[src/rtl/tdm_pkg.sv]
// tdm_pkg: shared definitions for the TDM serializer (p2tdm) and deserializer
// (tdm2p).
//   FRAME_BITS : default bits per TDM frame (power of two)
//   SLOT_BITS  : default bits per slot
//   BIT_CNT_W  : width of the in-frame bit counter
//   tdm_state_e: IDLE=0, RUN=1
package tdm_pkg;

  localparam int FRAME_BITS = 256;
  localparam int SLOT_BITS  = 32;
  localparam int BIT_CNT_W  = $clog2(FRAME_BITS);

  typedef enum logic {
    IDLE = 1'b0,
    RUN  = 1'b1
  } tdm_state_e;

endpackage

[src/rtl/p2tdm_frame_cnt.sv]
// tdmFrameCnt: in-frame bit counter with terminal-count decode.
//   clk, rst : clock, async active-high reset
//   clr      : restart the count at 0 (frame load or stop)
//   inc      : advance by one bit
//   tc       : count has reached FRAME_BITS-1 (last bit of the frame)
module tdmFrameCnt #(
  parameter int FRAME_BITS = tdm_pkg::FRAME_BITS
) (
  input  logic clk,
  input  logic rst,
  input  logic clr,
  input  logic inc,
  output logic tc
);

  localparam int CNT_W = $clog2(FRAME_BITS);

  logic [CNT_W-1:0] bitCnt;

  always_ff @(posedge clk or posedge rst) begin
    if (rst) begin
      bitCnt <= '0;
    end else if (clr) begin
      bitCnt <= '0;
    end else if (inc) begin
      bitCnt <= bitCnt + 1'b1;
    end
  end

  assign tc = (bitCnt == CNT_W'(FRAME_BITS - 1));

endmodule

[src/rtl/p2tdm.sv]
// p2tdm: parallel-to-TDM serializer with a one-frame holding buffer.
// Frames arrive as one-cycle strobes and are shifted out MSB-first, one bit
// per bitEn strobe, with tdmFsync marking the first bit of every frame.
//   clk, rst        : clock, async active-high reset
//   en              : transmit enable, only acted on at frame boundaries
//   bitEn           : one-clk strobe per TDM bit period
//   tdmPdataValidX  : frame strobe for tdmPdataX
//   tdmPdataX       : frame data, MSB sent first
//   tdmSdata        : serial data
//   tdmFsync        : first-bit marker
//   busy            : high while in RUN
//   underrun        : pulse, boundary reached with no frame available
//   overrun         : pulse, buffered frame overwritten before being sent
//   underrunCnt     : saturating underrun count (only with P2TDM_UNDERRUN_CNT_EN)
// Build option: define P2TDM_UNDERRUN_CNT_EN to add the underrunCnt output.
//
// state | meaning
// IDLE  | not transmitting, outputs 0, waiting for en and a frame
// RUN   | shifting a frame out, reloading at every frame boundary
module p2tdm #(
  parameter int FRAME_BITS = tdm_pkg::FRAME_BITS,
  parameter int SLOT_BITS  = tdm_pkg::SLOT_BITS
) (
  input  logic                  clk,
  input  logic                  rst,
  input  logic                  en,
  input  logic                  bitEn,
  input  logic                  tdmPdataValidX,
  input  logic [FRAME_BITS-1:0] tdmPdataX,
  output logic                  tdmSdata,
  output logic                  tdmFsync,
  output logic                  busy,
  output logic                  underrun,
  output logic                  overrun
`ifdef P2TDM_UNDERRUN_CNT_EN
  ,
  output logic [15:0]           underrunCnt
`endif
);

  import tdm_pkg::*;

  if (((FRAME_BITS & (FRAME_BITS - 1)) != 0) || ((FRAME_BITS % SLOT_BITS) != 0)) begin : g_bad_cfg
    $error("p2tdm: FRAME_BITS must be a power of two and a multiple of SLOT_BITS");
  end

  tdm_state_e            state;
  logic [FRAME_BITS-1:0] holdReg;
  logic [FRAME_BITS-1:0] shiftReg;
  logic [FRAME_BITS-1:0] srcFrame;
  logic                  holdFull;
  logic                  bitTc;
  logic                  bnd;
  logic                  stop;
  logic                  load;
  logic                  srcHold;
  logic                  srcByp;
  logic                  srcZero;
  logic                  store;
  logic                  ovrEvt;

  always_comb begin
    bnd      = bitEn & (((state == IDLE) & en & (holdFull | tdmPdataValidX)) |
                        ((state == RUN) & bitTc));
    stop     = bnd & (state == RUN) & ~en;
    load     = bnd & ~stop;
    srcHold  = load & holdFull;
    srcByp   = load & ~holdFull & tdmPdataValidX;
    srcZero  = load & ~holdFull & ~tdmPdataValidX;
    srcFrame = holdFull ? holdReg : (tdmPdataValidX ? tdmPdataX : '0);
    // A strobe that did not go straight to the shifter lands in the buffer;
    // it only overruns if the old buffered frame was not just consumed.
    store    = tdmPdataValidX & ~srcByp;
    ovrEvt   = store & holdFull & ~srcHold;
  end

  tdmFrameCnt #(.FRAME_BITS(FRAME_BITS)) u_frame_cnt (
    .clk (clk),
    .rst (rst),
    .clr (load | stop),
    .inc (bitEn & (state == RUN) & ~bnd),
    .tc  (bitTc)
  );

  always_ff @(posedge clk or posedge rst) begin
    if (rst) begin
      state    <= IDLE;
      holdReg  <= '0;
      holdFull <= 1'b0;
      shiftReg <= '0;
      tdmSdata <= 1'b0;
      tdmFsync <= 1'b0;
      underrun <= 1'b0;
      overrun  <= 1'b0;
    end else begin
      underrun <= srcZero;
      overrun  <= ovrEvt;

      if (stop) begin
        state    <= IDLE;
        tdmSdata <= 1'b0;
        tdmFsync <= 1'b0;
      end else if (load) begin
        state    <= RUN;
        shiftReg <= srcFrame;
        tdmSdata <= srcFrame[FRAME_BITS-1];
        tdmFsync <= 1'b1;
      end else if (bitEn && (state == RUN)) begin
        // shiftReg[MSB] is the bit currently on the line, so the next one is MSB-1
        shiftReg <= shiftReg << 1;
        tdmSdata <= shiftReg[FRAME_BITS-2];
        tdmFsync <= 1'b0;
      end

      if (store) begin
        holdReg  <= tdmPdataX;
        holdFull <= 1'b1;
      end else if (srcHold) begin
        holdFull <= 1'b0;
      end
    end
  end

  assign busy = (state == RUN);

`ifdef P2TDM_UNDERRUN_CNT_EN
  always_ff @(posedge clk or posedge rst) begin
    if (rst) begin
      underrunCnt <= '0;
    end else if (srcZero && (underrunCnt != 16'hFFFF)) begin
      underrunCnt <= underrunCnt + 16'd1;
    end
  end
`endif

endmodule
[config.mk]
export PLATFORM = sky130hd
export DESIGN_NAME = p2tdm
export DESIGN_NICKNAME = d
export VERILOG_FILES = /design/src/rtl/tdm_pkg.sv /design/src/rtl/p2tdm_frame_cnt.sv /design/src/rtl/p2tdm.sv
export SDC_FILE = /design/constraint.sdc
export NUM_CORES = 1
export LEC_CHECK = 0
export BUFFER_PORTS_ARGS = -buffer_cell sky130_fd_sc_hd__buf_2
export CORE_MARGIN = 2
export CORE_UTILIZATION = 59
export DETAILED_ROUTE_END_ITERATION = 8
export GPL_ROUTABILITY_DRIVEN = 0
export PLACE_DENSITY_LB_ADDON = 0.25
export REMOVE_ABC_BUFFERS = 1
export SYNTH_ARGS = -nofsm -noshare
export SYNTH_HDL_FRONTEND = slang
export SYNTH_HIERARCHICAL = 1
export SYNTH_SLANG_ARGS = --single-unit
[constraint.sdc]
create_clock -name clk -period 18 [get_ports clk]
set_clock_uncertainty 0.05 [all_clocks]
set_input_delay 0 -clock clk [delete_from_list [all_inputs] [get_ports clk]]
set_output_delay 0 -clock clk [all_outputs]
set_load 0.05 [all_outputs]
==> qor.csv, run 1 <==
metric,value,unit
pre-CTS setup slack,13.89,ns
first-pass GRT wire length,99940,microns
period utilization,23.11,%
design area,30820,sq um
Critical Path Start Type,register,
WP data required,18.36,ns
Sw Share,28.88,%
initial antenna violation count,7,
placed cell count,3115,
routed vias/inst,5.624,
status,"complete, no violations",
Port-buffer cells,265,
Die ar.,44420,sq um
Worst Max-Slew Pin Slew,1.449,ns
Syn Std Cell Area,25220,sq um
Net Switching,1.026,mW
Starting Density,60.00,%
RSZ-0062 raised after global routing,no,
count of cell types in the netlist,39,
storage element area,13140,sq um
Comb power frac,19.7,%
Setup CP Type,reg2reg,
Flop pwr share,47.0,%
Antenna Nets Post-Route,0,
Detail Placement HPWL,33490,microns
LEAKAGE,13.51,nW
Max-slew headroom,3.396,%
Max Freq,240.4,MHz
reg2reg start,u_frame_cnt/bitCnt[1],
CP startpoint,u_frame_cnt/bitCnt[1],
setup bufs post-CTS,0,
worst path cell trace,"ha_1, nand3_1, nor2_1, and2b_1, o21ai_4, buf_4, buf_12, buf_4, o21ai_0",
fraction of layout cells with a size suffix above 1,20.78,%
pin count of the biggest net entering global routing,291,
clock sink count,525,
clock share of power,33.2,%
Routed WL per cell,17.30,microns
Slew Limit Fails,0,
fin crit period,4.159,ns
max incr delay on CP,0.89,ns
final setup margin,13.84,ns
gr usage total,27.58,%
Worst VDD drop,0.08174,mV
row count,75,
Worst-path clk slew,0.06,ns
"Avg Cell Area, Syn",10.12,sq um
root buf cell,clkbuf_16,
vias in the first global route,20109,
total length of routed wires,60300,microns
Area Growth Syn to Fin,22.19,%
Placement Cell Area,26300,sq um
max-cap viol count,0,
most frequent cell on the critical path,buf_4,
Power Dens Cells,115.3,nW/um^2
top_reg_cell synth,dfrtp_1,
"EDFF count, synth",0,
Mapped Cells,2492,
Internal Power,2.528,mW
via count,19607,
Syn. warnings,6,
final hold viol count,0,
nets,3156,
Die Ht,210.8,microns
IO Pins,266,
Layout Cells excl Fill,3486,
slowest CP cell,buf_4,
worst-skew pair later-pin latency,0.59,ns
"commonest non-fill, non-tap cell in the layout",nand2_1,
total core area,42040,sq um
DRC Markers,0,
fillers,2883,
Worst Hold Class,in2async,
CTS max path bufs,3,
grt total ovfl,0,
number of buffers created by CTS,55,
Initial DRT Pass Iterations,5,
H-tree depth,2,
Final setup viols,0,
1st-iter DRT viols,1428,
Crit. End Element,register,
multi-input logic area,10920,sq um
worst-path maximum fanout,270,
"Seq/Total Area, Yosys",52.08,%
Die W,210.8,microns
Synth Register Bits,525,
overall power,3.554,mW
worst path arrival time,4.52,ns
"commonest non-fill, non-tap cells in the layout","696 x nand2_1, 524 x dfrtp_1, 371 x o21ai_0",
CTS tree,yes,
ys async rst share,100.0,%
-- cell usage after synthesis (2+ instances only) --
library cell	n	share of area (%)
a21oi_1	4	0.079
a221oi_1	40	1.4
buf_1	4	0.060
buf_2	53	1.1
buf_4	27	0.80
buf_6	19	0.85
buf_8	9	0.54
clkbuf_1	90	1.3
dfrtp_1	525	52
inv_1	2	0.030
mux2_1	30	1.3
mux2_2	226	10
mux2i_1	216	8.6
nand2_1	696	10
nand3_1	3	0.060
nand4_1	2	0.050
nor2_1	47	0.70
o21ai_0	371	7.4
o21ai_1	64	1.3
o31ai_1	40	1.2
or3_1	4	0.099
xor2_1	3	0.10
-- state kept, by name, summed over array words and instances, names as in the netlist --
name and flops:
tdmFsync 1, busy 1, holdReg 256, overrun 1
shiftReg 255, holdFull 1, u_frame_cnt/bitCnt 8, underrun 1
tdmSdata 1
-- stage by stage --
stage	TNS, ns	utilization (%)	hold WS, ns
6_report	0	73.32	0.08369
2_1_floorplan	-3840.06	-	-0.2343
3_5_place_dp	0	62.55	-0.03639
5_1_grt	0	73.30	0.1293
3_3_place_gp	0	62.55	-0.04750
4_1_cts	0	73.27	0.08885
-- critical path, delay by kind of cell, from the launching register on --
family,cells,cell delay (ns)
adder cells (fa/ha/maj),1,0.26
flip-flops,1,0.41
AO/OA/AOI/OAI,2,0.43
buffers and inverters,3,2.13
AND/OR/NAND/NOR,3,0.57
-- power by group through the flow --
stage	registers [mW]	clock network (mW)	logic, mW
3_5_place_dp	1.68	0	0.655
3_3_place_gp	1.67	0	0.620
2_1_floorplan	1.66	0	0.581
4_1_cts	1.67	1.20	0.704
6_report	1.67	1.18	0.702
5_1_grt	1.71	1.25	0.806
-- cell type report --
class                   count  share of cell area [%]
flip-flops and latches    525                   42.64
multi-input cells        1763                   35.44
repair buffers            547                   13.47
clock buffers              82                   5.387
well taps                 539                   2.188
clock inverters            21                  0.7672
diodes                      7                 0.05683
inverters                   2                 0.04871
-- timing repair --
item,in CTS,in global routing
setup endpoints to repair,0,0
gates resized for setup,0,0
hold buffers,261,0
endpoints found under the hold margin,659,0
-- worst paths after layout --
path	endpoint	slack, ns	cells after the start
min	holdReg[192]	0.08	3
min in group clk	holdReg[221]	0.13	3
max in group asynchronous	holdReg[243]	15.41	5
min reg2reg	shiftReg[114]	0.43	2
max	shiftReg[118]	13.84	9
max reg2reg	shiftReg[118]	13.84	9
-- kinds of logic after synthesis --
group	Yosys count	synth area share, %
AND/OR/NAND/NOR	761	11.53
XOR/XNOR	4	0.1389
buffers and inverters	204	4.668
multiplexers	472	20.00
adder cells (fa/ha/maj)	1	0.04960
AO/OA/AOI/OAI	525	11.53
flip-flops	525	52.08
-- routing by layer --
| layer | wire [microns] | GRT usage [%] |
|---|---|---|
| met3 | 3150 | 3.910 |
| met5 | 13 | 0 |
| met1 | 26130 | 37.10 |
| met2 | 29450 | 46.11 |
| met4 | 1561 | 9.786 |
Power figures use the tool's default switching activity.
==> inputs of run 2 (changes only) <==
--- a/config.mk
+++ b/config.mk
@@ -7,7 +7,7 @@
 export LEC_CHECK = 0
 export BUFFER_PORTS_ARGS = -buffer_cell sky130_fd_sc_hd__buf_2
 export CORE_MARGIN = 2
-export CORE_UTILIZATION = 59
+export CORE_UTILIZATION = 54
 export DETAILED_ROUTE_END_ITERATION = 8
 export GPL_ROUTABILITY_DRIVEN = 0
 export PLACE_DENSITY_LB_ADDON = 0.25
==> constraint.sdc (replaced) <==
create_clock -name clk -period 3.4 [get_ports clk]
set_clock_uncertainty 0.05 [all_clocks]
set_input_delay 0 -clock clk [delete_from_list [all_inputs] [get_ports clk]]
set_output_delay 0 -clock clk [all_outputs]
set_load 0.05 [all_outputs]
==> qor.csv, run 2 (synthesis results as in run 1) <==
metric,value,unit
Worst Max-Slew Pin Slew,1.076,ns
setup bufs post-CTS,0,
max-cap viol count,0,
status,"complete, no violations",
"commonest non-fill, non-tap cell in the layout",nand2_1,
H-tree depth,2,
CTS max path bufs,3,
Worst Hold Class,in2reg,
worst-path maximum fanout,132,
Die Ht,220.1,microns
Setup CP Type,reg2reg,
Port-buffer cells,265,
placed cell count,3192,
Max Freq,356.7,MHz
total core area,46360,sq um
WP data required,3.82,ns
Max-slew headroom,28.28,%
Worst-path clk slew,0.06,ns
final setup TNS,0,ns
total length of routed wires,60910,microns
final hold viol count,0,
Final setup viols,0,
worst-skew pair later-pin latency,0.59,ns
grt total ovfl,0,
fillers,3451,
Worst VDD drop,0.4602,mV
fraction of layout cells with a size suffix above 1,21.00,%
routed vias/inst,5.527,
row count,79,
number of buffers created by CTS,56,
vias in the first global route,20023,
Area Growth Syn to Fin,23.40,%
clock sink count,525,
Slew Limit Fails,0,
nets,3166,
1st-iter DRT viols,1455,
Layout Cells excl Fill,3559,
biggest registers after layout,"holdReg: 256 flops, shiftReg: 255 flops, u_frame_cnt/bitCnt: 8 flops",
LEAKAGE,13.58,nW
first-pass GRT wire length,100000,microns
Crit. End Element,register,
storage element area,13140,sq um
Starting Density,54.41,%
via count,19671,
root buf cell,clkbuf_16,
IO Pins,266,
initial antenna violation count,4,
Die W,220.1,microns
Initial DRT Pass Iterations,6,
Critical Path Start Type,register,
fin crit period,2.803,ns
Biggest register,holdReg,
multi-input logic area,10920,sq um
pin count of the biggest net entering global routing,252,
RSZ-0062 raised after global routing,no,
"commonest non-fill, non-tap cells in the layout","696 x nand2_1, 524 x dfrtp_1, 371 x o21ai_0",
DRC Markers,0,
Routed WL per cell,17.11,microns
gr usage total,25.42,%
Power Dens Cells,607.0,nW/um^2
Antenna Nets Post-Route,0,
Detail Placement HPWL,34300,microns
CTS tree,yes,
Die ar.,48460,sq um
max reg flops,256,
worst path arrival time,3.22,ns
period utilization,82.45,%
run 2: cell count changes in the layout (fill, tap and decap cells not counted), sizes merged:
cell      previous run  this run
clkinv              14         9
buf                286       295
clkinvlp             1         5
inv                  3         2
diode                7         5
run 2: timing repair:
action                                 4_1_cts  5_1_grt
endpoints found under the hold margin      626        0
hold buffers                               261        0
gates resized for setup                      0        0
run 2: area by class of cell:
class	count	share of cell area (%)
inverter	2	0.04824
clock buffer	82	5.366
sequential	525	42.22
timing repair buffer	556	14.04
antenna	5	0.04020
tap	607	2.440
clock inverter	19	0.7477
multi-input combinational	1763	35.10
run 2: final timing paths:
path | startpoint | to | slack (ns) | cells after the start
max | u_frame_cnt/bitCnt[1] | holdReg[19] | 0.60 | 7
max in group asynchronous | rst | holdReg[1] | 2.16 | 4
min reg2reg | shiftReg[63] | shiftReg[63] | 0.43 | 2
min in group asynchronous | rst | shiftReg[45] | 0.13 | 3
min | tdmPdataX[217] | holdReg[217] | 0.12 | 3
max reg2reg | u_frame_cnt/bitCnt[1] | holdReg[19] | 0.60 | 7
run 2: per-layer routing:
layer  global-route usage [%]  share of wire (%)  vias to the layer above
li1                         -                  -                     9369
met3                    4.069                4.8                      135
met4                    8.837                3.0                        2
met5                        0              0.021                        -
met2                    43.25                 49                      498
met1                    33.19                 43                     9667
run 2: power breakdown:
group          switching [mW]  total, mW  leakage, nW  internal, mW
Sequential              0.959       8.86         6.57          7.90
Combinational            1.99       3.75         6.09          1.76
Clock                    2.53       6.29        0.929          3.76
Total                    5.47       18.9         13.6          13.4
run 2: worst max-delay path, stage by stage, from the launching register on:
cell     delay, ns
dfrtp_1       0.41
ha_1          0.24
nand3_1       0.09
nor2_1        0.16
and2b_1       0.30
o31ai_4       0.30
buf_12        0.57
mux2_2        0.41
run 2: per-stage QoR:
stage / instance area, sq um / worst slack, ns / hold slack (ns) / util [%] / total power [mW]
detailed placement: 26600 / 0.6726 / -0.008460 / 57.38 / 12.42
finish: 31130 / 0.5968 / 0.1209 / 67.14 / 18.89
global route: 31120 / 0.4152 / 0.1230 / 67.13 / 20.02
global placement: 26600 / 0.7154 / -0.01616 / 57.38 / 12.17
CTS: 31110 / 0.6123 / 0.09456 / 67.12 / 19.01
floorplan: 24050 / -29.86 / -0.2343 / - / 11.86
